**config.mk**
```make
export PLATFORM = sky130hd
export DESIGN_NAME = control_unit
export DESIGN_NICKNAME = d
export VERILOG_FILES = /design/src/rtl/control_unit.sv
export SDC_FILE = /design/constraint.sdc
export NUM_CORES = 1
export LEC_CHECK = 0
export CELL_PAD_IN_SITES_DETAIL_PLACEMENT = 0
export CELL_PAD_IN_SITES_GLOBAL_PLACEMENT = 1
export CORE_MARGIN = 5
export CORE_UTILIZATION = 32
export CTS_BUF_LIST = sky130_fd_sc_hd__clkbuf_2 sky130_fd_sc_hd__clkbuf_4 sky130_fd_sc_hd__clkbuf_8
export DETAILED_ROUTE_END_ITERATION = 16
export GPL_TIMING_DRIVEN = 1
export PLACE_DENSITY_LB_ADDON = 0.1
export REMOVE_ABC_BUFFERS = 1
export SYNTH_ARGS = -nofsm -noshare
export SYNTH_HDL_FRONTEND = slang
export SYNTH_SLANG_ARGS = --single-unit
```
**constraint.sdc**
```tcl
create_clock -name clk -period 3.8 [get_ports clk]
set_input_delay 1.14 -clock clk [delete_from_list [all_inputs] [get_ports clk]]
set_output_delay 1.14 -clock clk [all_outputs]
set_load 0.05 [all_outputs]
```
**src/rtl/control_unit.sv**
```systemverilog
// control_unit: multi-cycle fetch/decode/execute sequencer for the k_and_s datapath.
// Latency: NOP/branches W+2 cycles, ALU/MOVE/STORE W+3, LOAD 2W+3 (W = MEM_WAIT_CYCLES).
// Backpressure: none; RAM latency is absorbed by a fixed wait count in FETCH and LOAD.
//
// Ports:
//   clk, rst_n                    clock and synchronous active-low reset
//   decoded_instruction           instruction currently held in IR
//   zero_op/neg_op/unsigned_overflow/signed_overflow  registered flags
//   branch, pc_enable, ir_enable, addr_sel, c_sel, operation,
//   write_reg_enable, flags_reg_enable, ram_write_enable  datapath strobes
//   halt                          high while halted
//   instr_retired                 pulse on the final cycle of each instruction

package k_and_s_pkg;
  typedef enum logic [3:0] {
    I_NOP    = 4'd0,
    I_LOAD   = 4'd1,
    I_STORE  = 4'd2,
    I_MOVE   = 4'd3,
    I_ADD    = 4'd4,
    I_SUB    = 4'd5,
    I_AND    = 4'd6,
    I_OR     = 4'd7,
    I_BRANCH = 4'd8,
    I_BZERO  = 4'd9,
    I_BNZERO = 4'd10,
    I_BNEG   = 4'd11,
    I_BNNEG  = 4'd12,
    I_BOV    = 4'd13,
    I_BNOV   = 4'd14,
    I_HALT   = 4'd15
  } decoded_instruction_type;
endpackage

module control_unit
  import k_and_s_pkg::*;
#(
  parameter int MEM_WAIT_CYCLES = 0
) (
  input  logic                    clk,
  input  logic                    rst_n,
  input  decoded_instruction_type decoded_instruction,
  input  logic                    zero_op,
  input  logic                    neg_op,
  input  logic                    unsigned_overflow,
  input  logic                    signed_overflow,
  output logic                    branch,
  output logic                    pc_enable,
  output logic                    ir_enable,
  output logic                    addr_sel,
  output logic                    c_sel,
  output logic [1:0]              operation,
  output logic                    write_reg_enable,
  output logic                    flags_reg_enable,
  output logic                    ram_write_enable,
  output logic                    halt,
  output logic                    instr_retired
);

  localparam int CW = (MEM_WAIT_CYCLES > 0) ? $clog2(MEM_WAIT_CYCLES + 1) : 1;
  localparam logic [CW-1:0] CNT_LAST = CW'(MEM_WAIT_CYCLES);

  typedef enum logic [2:0] {
    S_FETCH  = 3'd0,
    S_DECODE = 3'd1,
    S_LOAD   = 3'd2,
    S_STORE  = 3'd3,
    S_ALU    = 3'd4,
    S_MOVE   = 3'd5,
    S_HALT   = 3'd6
  } state_t;

  state_t          state_q, state_d;
  logic [CW-1:0]   cnt_q, cnt_d;
  logic            wait_done;
  logic            taken;

  assign wait_done = (cnt_q == CNT_LAST);

  // Branch condition, only meaningful while in S_DECODE.
  always_comb begin
    taken = 1'b0;
    case (decoded_instruction)
      I_BRANCH: taken = 1'b1;
      I_BZERO:  taken = zero_op;
      I_BNZERO: taken = !zero_op;
      I_BNEG:   taken = neg_op;
      I_BNNEG:  taken = !neg_op;
      I_BOV:    taken = unsigned_overflow | signed_overflow;
      I_BNOV:   taken = !(unsigned_overflow | signed_overflow);
      default:  taken = 1'b0;
    endcase
  end

  // Next state. The counter defaults to 0, so it clears on every state
  // change and only advances while a wait state is held.
  always_comb begin
    state_d = state_q;
    cnt_d   = '0;
    case (state_q)
      S_FETCH: begin
        if (wait_done) state_d = S_DECODE;
        else           cnt_d   = cnt_q + 1'b1;
      end
      S_DECODE: begin
        case (decoded_instruction)
          I_LOAD:                     state_d = S_LOAD;
          I_STORE:                    state_d = S_STORE;
          I_ADD, I_SUB, I_AND, I_OR:  state_d = S_ALU;
          I_MOVE:                     state_d = S_MOVE;
          I_HALT:                     state_d = S_HALT;
          default:                    state_d = S_FETCH;
        endcase
      end
      S_LOAD: begin
        if (wait_done) state_d = S_FETCH;
        else           cnt_d   = cnt_q + 1'b1;
      end
      S_STORE, S_ALU, S_MOVE: state_d = S_FETCH;
      S_HALT:                 state_d = S_HALT;
      default:                state_d = S_FETCH;
    endcase
  end

  always_ff @(posedge clk) begin
    if (!rst_n) begin
      state_q <= S_FETCH;
      cnt_q   <= '0;
    end else begin
      state_q <= state_d;
      cnt_q   <= cnt_d;
    end
  end

  // Moore decode of the registered state. Gating with rst_n makes every
  // strobe drop in the very cycle reset is applied, so an interrupted LOAD
  // or STORE can never complete a write.
  always_comb begin
    branch           = 1'b0;
    pc_enable        = 1'b0;
    ir_enable        = 1'b0;
    addr_sel         = 1'b0;
    c_sel            = 1'b0;
    operation        = 2'b00;
    write_reg_enable = 1'b0;
    flags_reg_enable = 1'b0;
    ram_write_enable = 1'b0;
    halt             = 1'b0;
    instr_retired    = 1'b0;
    if (rst_n) begin
      case (state_q)
        S_FETCH: begin
          addr_sel  = 1'b1;
          ir_enable = wait_done;
        end
        S_DECODE: begin
          case (decoded_instruction)
            I_HALT: pc_enable = 1'b0;
            I_LOAD, I_STORE, I_MOVE, I_ADD, I_SUB, I_AND, I_OR: pc_enable = 1'b1;
            default: begin
              // NOP, unconditional and conditional branches finish here.
              pc_enable     = 1'b1;
              branch        = taken;
              instr_retired = 1'b1;
            end
          endcase
        end
        S_LOAD: begin
          c_sel            = 1'b1;
          write_reg_enable = wait_done;
          instr_retired    = wait_done;
        end
        S_STORE: begin
          ram_write_enable = 1'b1;
          instr_retired    = 1'b1;
        end
        S_ALU: begin
          case (decoded_instruction)
            I_AND:   operation = 2'b01;
            I_OR:    operation = 2'b10;
            I_SUB:   operation = 2'b11;
            default: operation = 2'b00;
          endcase
          write_reg_enable = 1'b1;
          flags_reg_enable = 1'b1;
          instr_retired    = 1'b1;
        end
        S_MOVE: begin
          // MOVE is the source ORed with itself; flags are left untouched.
          operation        = 2'b10;
          write_reg_enable = 1'b1;
          instr_retired    = 1'b1;
        end
        S_HALT:  halt = 1'b1;
        default: ;
      endcase
    end
  end

endmodule

```
# Yosys cells after proc, flatten, opt, wreduce, memory -nomap -nowiden
# Memory sizes are Yosys's and may differ from the RTL's.
# Cells that the tools add are included.
word_totals:
  regBits: 4
  mem_bits_ro: 48
  input_bits: 10
  word_cells: 69
  memories: 1
mem_list:
  columns: ["name", "depth", "width", "read_ports", "rd_ports_with_merged_regs", "wr", "line_no", "rtl"]
  rows:
  - ["(no name shown)", 16, 3, 1, 0, 0, "106", "case (decoded_instruction)"]
op_classes:
  addsub: 1
  eq_ne: 23
  n_mux: 30
  bitwise: 2
  reduce_logical: 10
op_table:
  columns: ["operator", "count"]
  rows:
  - ["equality test 4 bit (second input constant)", 8]
  - ["two-way mux 1 bit", 21]
  - ["equality test 4 x 3 -> 1 bit (second input constant)", 4]
  - ["case mux 3 bit (4 select lines)", 1]
  - ["equality test 3 bit (second input constant)", 3]
  - ["equality test 4 x 2 -> 1 bit (second input constant)", 2]
  - ["OR reduction 8 bit", 1]
  - ["case mux 1 bit (7 select lines)", 1]
  - ["equality test 3 x 2 -> 1 bit (second input constant)", 2]
  - ["two-way mux 3 bit", 2]
  - ["case mux 2 bit (3 select lines)", 1]
  - ["equality test 4 x 1 -> 1 bit (second input constant)", 1]
  - ["!= test 2 bit (second input constant)", 2]
  - ["case mux 2 bit (2 select lines)", 1]
  - ["OR reduction 2 bit", 2]
  - ["equality test 3 x 1 -> 1 bit (second input constant)", 1]
  - ["zero test 1 bit", 3]
  - ["zero test 3 bit", 1]
  - ["case mux 1 bit (3 select lines)", 1]
  - ["AND reduction 3 bit", 1]
  - ["OR reduction 3 bit", 1]
  - ["two-way mux 2 bit", 1]
  - ["case mux 1 bit (2 select lines)", 1]
  - ["AND reduction 2 bit", 1]
  - ["other kinds (3)", 3]

# Logic depth before layout (Yosys ltp)
depth:
  ltp_word: 6
  ltp_mapped: 5
  depth_no_buf: 5

# Worst setup path before layout
# Ideal clock, no wire load.
synth_timing:
  kind: "in2out"
  from: "input decoded_instruction[1]"
  to: "output operation[0]"
  arrival_time_ns: 2.974
  slack_ns: -0.314
  cell_stages: 4
  path_buffers: 0
  cell_sequence: "inv_1 ha_1 nor2_1 nor4_1"
synth_between:
  elab_chain_cells: 4
  elab_cells_between_ends: 6
  classes_between: "eq/ne (3); mux (3)"
synth_lines:
  columns: ["element", "line_no", "rtl"]
  rows:
  - ["from (decl)", "42", "input decoded_instruction_type decoded_instruction,"]
  - ["equality test 4 x 3 -> 1 bit", "178", "case (decoded_instruction)"]
  - ["case mux 2 bit (3 select lines) *", "178", null]
  - ["case mux 2 bit (2 select lines) *", "151", "case (state_q)"]
  - ["two-way mux 2 bit *", "150", "if (rst_n) begin"]
  - ["to (decl)", "52", "output logic [1:0] operation,"]
# Mark *: on every way between the ends. The rest lies on a longest branch, timed or not.

# Worst setup path in the final report
layout_timing:
  from: "input decoded_instruction[0]"
  to: "output branch"
layout_between:
  elab_chain_cells: 5
  elab_cells_between_ends: 20
  classes_between: "eq/ne (15); mux (4); reduce/logical (1)"
layout_lines:
  columns: ["element", "line_no", "rtl"]
  rows:
  - ["equality test 4 bit, or another cell as far along", "83", "case (decoded_instruction)"]
  - ["case mux 1 bit (7 select lines) or OR reduction 8 bit (tied branches)", null, null]
  - ["two-way mux 1 bit *", "157", "case (decoded_instruction)"]
  - ["two-way mux 1 bit *", "151", null]
  - ["two-way mux 1 bit *", "150", null]
  - ["to (decl)", "47", "output logic branch,"]
# Marked as above.

==> out/metrics.csv <==
metric,value,unit
synthCells,64,
cts_num_sinks,4,
grt_pass1_wl,2440,um
dieHeight,49.5,um
drc,0,
dpl.hpwl,1170,um
boundaryPins,22,
overflow,0,
synthXorXnorAreaFrac,0,
drive_gt1_frac,0.357,
path_clk_slew,0.04,ns
h-tree-depth,1,
die_area,2450,um^2
yosysUniqueCellTypes,33,
synthAdderAreaFrac,0.125,
fin_util,0.638,
worst_setup_path_start_kind,input port,
setup_viol,0,
fin_area,950,um^2
synth-simple-area-share,0.353,
cap_violations,0,
grt_pass1_vias,588,
setup_slack,0.118,ns
cts_tree,yes,
clock_path_buffers,2,
fillerInstances,139,
ant_nets,0,
synth-compound-area-share,0.235,
syn_to_final_growth,89.8,%
dp_cells,111,
fin_nets,115,
rsz0062_at_grt,false,
cp-end-kind,output port,
port_buffers,21,
fin_crit_sh,0.969,
reg2reg_depth,3,
synth-seq-cells,4,
cp_data_arrival_time,2.54,ns
wl_per_cell,11.5,um
required,2.66,ns
post_cts_buffers,0,
layout_common_cells,"buf_4, buf_12, nor2_1, clkdlybuf4s50_1",
synth_mux_area_frac,0.0425,
syn_avg_cell_area,7.82,um^2
layout_commonest_cell,buf_4,
avgViaCountPerCell,4.96,
status,completed,
core,1490,um^2
hold_violations,0,
initialDrtViolationCount,4,
min_path_cells,2,
skew,0.000468,ns
cts_buffers,3,
die_x,49.5,um
stdcell_count,114,
slew_violations,0,
initial_utilization,0.336,
leakage,0.000425,uW
gp_congestion,0.759,
wl,1310,um
first_pass_iters,4,
cp_max_fo,3,
yosysWarnings,0,
power.density,184,nW/um^2
grt_usage,0.118,
synth_top_family_by_area,simple AND/OR/NAND/NOR gates,
grt_max_degree,11,
preCtsSetupSlack,-0.157,ns
cts_hold_buf,0,
via_count,566,
hold_slack,0.638,ns
ir_worst_vdd,152,uV
crit_type,input port to output port,
clk_latency,0.23,ns
antenna_found_initial,0,
synthesis.area,500,um^2
hold_class,flip-flop to flip-flop,
diodes,0,
fmax,272,MHz
cts_root_buf,clkbuf_4,
rows,14,
fin_crit,3.68,ns
yosysSeqAreaShare,0.160,
place_area,925,um^2
-- cell usage after synthesis --
cell | n | share of area
a21oi_1 | 1 | 0.010
mux2i_1 | 1 | 0.020
and3_1 | 4 | 0.050
nor2_1 | 8 | 0.060
nor2b_1 | 2 | 0.025
o211ai_1 | 2 | 0.030
inv_1 | 3 | 0.022
a211oi_2 | 1 | 0.025
inv_2 | 1 | 0.0075
buf_4 | 1 | 0.015
o31a_1 | 1 | 0.018
o21ai_1 | 2 | 0.020
mux2_1 | 1 | 0.022
o221a_1 | 1 | 0.022
buf_6 | 1 | 0.022
nor2b_4 | 1 | 0.027
nand2b_1 | 4 | 0.050
nor3_1 | 2 | 0.020
nand2_1 | 4 | 0.030
nor3b_1 | 1 | 0.015
nor4_1 | 2 | 0.025
a211o_1 | 1 | 0.018
ha_1 | 5 | 0.13
o21a_1 | 2 | 0.030
nor3b_4 | 1 | 0.038
buf_2 | 1 | 0.010
o32ai_1 | 1 | 0.018
a311oi_1 | 1 | 0.018
dfxtp_1 | 4 | 0.16
nand2_2 | 1 | 0.013
a21boi_1 | 1 | 0.015
conb_1 | 1 | 0.0075
o22ai_1 | 1 | 0.013
-- logic make-up (layout without fill, tap and decap cells) --
| kind of cell | Yosys count | count (layout) |
|---|---|---|
| fa+ha+maj | 5 | 5 |
| mux | 2 | 2 |
| simple gates | 30 | 30 |
| compound gates | 15 | 15 |
| flops | 4 | 4 |
| buf+inv | 7 | 41 |
| other cells | 1 | 1 |
-- registers in the layout, indices dropped and copies added (netlist names) --
| name | flops |
|---|---|
| state_q | 3 |
| cnt_q | 1 |
-- what timing repair did --
item	4_1_cts	5_1_grt
setup endpoints to repair	4	1
gates resized for setup	3	2
pin swaps	1	1
-- metal layers --
layer  global-route usage  up-vias  share of wire
li1                     -      298              -
met1                0.150      259           0.45
met2                0.206        9           0.50
met3               0.0181        0          0.048
met4               0.0306        0              0
met5                    0        -              0
-- where the power goes --
group	internal, uW	switching [uW]	leakage (uW)
Combinational	41.2	36.2	0.000378
Sequential	44.1	3.49	0.0000329
Clock	35.1	14.5	0.0000138
-- through the flow --
| stage | TNS [ns] | power [uW] |
|---|---|---|
| final | 0 | 175 |
| after global routing | 0 | 188 |
| after global placement | -0.275 | 127 |
| after detailed placement | -0.418 | 127 |
| after CTS | 0 | 178 |
| after floorplan | -0.608 | 83.3 |
-- worst max-delay path, cell delays in order --
cell and delay, ns:
dlygate4sd2_1 0.25, buf_4 0.14, ha_1 0.20, mux2_2 0.27, o211ai_1 0.18, a311oi_1 0.07, buf_4 0.15, buf_12 0.14
-- layout make-up --
type,instances,area (um^2),area share
multi-input combinational,53,384,0.404
tap,16,20.0,0.0211
inverter,4,15.0,0.0158
timing repair buffer,34,428,0.451
sequential,4,80.1,0.0843
clock buffer,3,22.5,0.0237
-- final timing paths --
| kind | from | endpoint | slack, ns |
|---|---|---|---|
| worst max-delay path | decoded_instruction[0] | branch | 0.12 |
| worst min-delay path | cnt_q$_SDFF_PN0_ | state_q[1]$_SDFFE_PN0P_ | 0.64 |
| worst max register to register | state_q[0]$_SDFFE_PN0P_ | state_q[2]$_SDFFE_PN0P_ | 2.79 |
| worst min register to register | cnt_q$_SDFF_PN0_ | state_q[1]$_SDFFE_PN0P_ | 0.64 |
(Power assumes the default switching activity.)
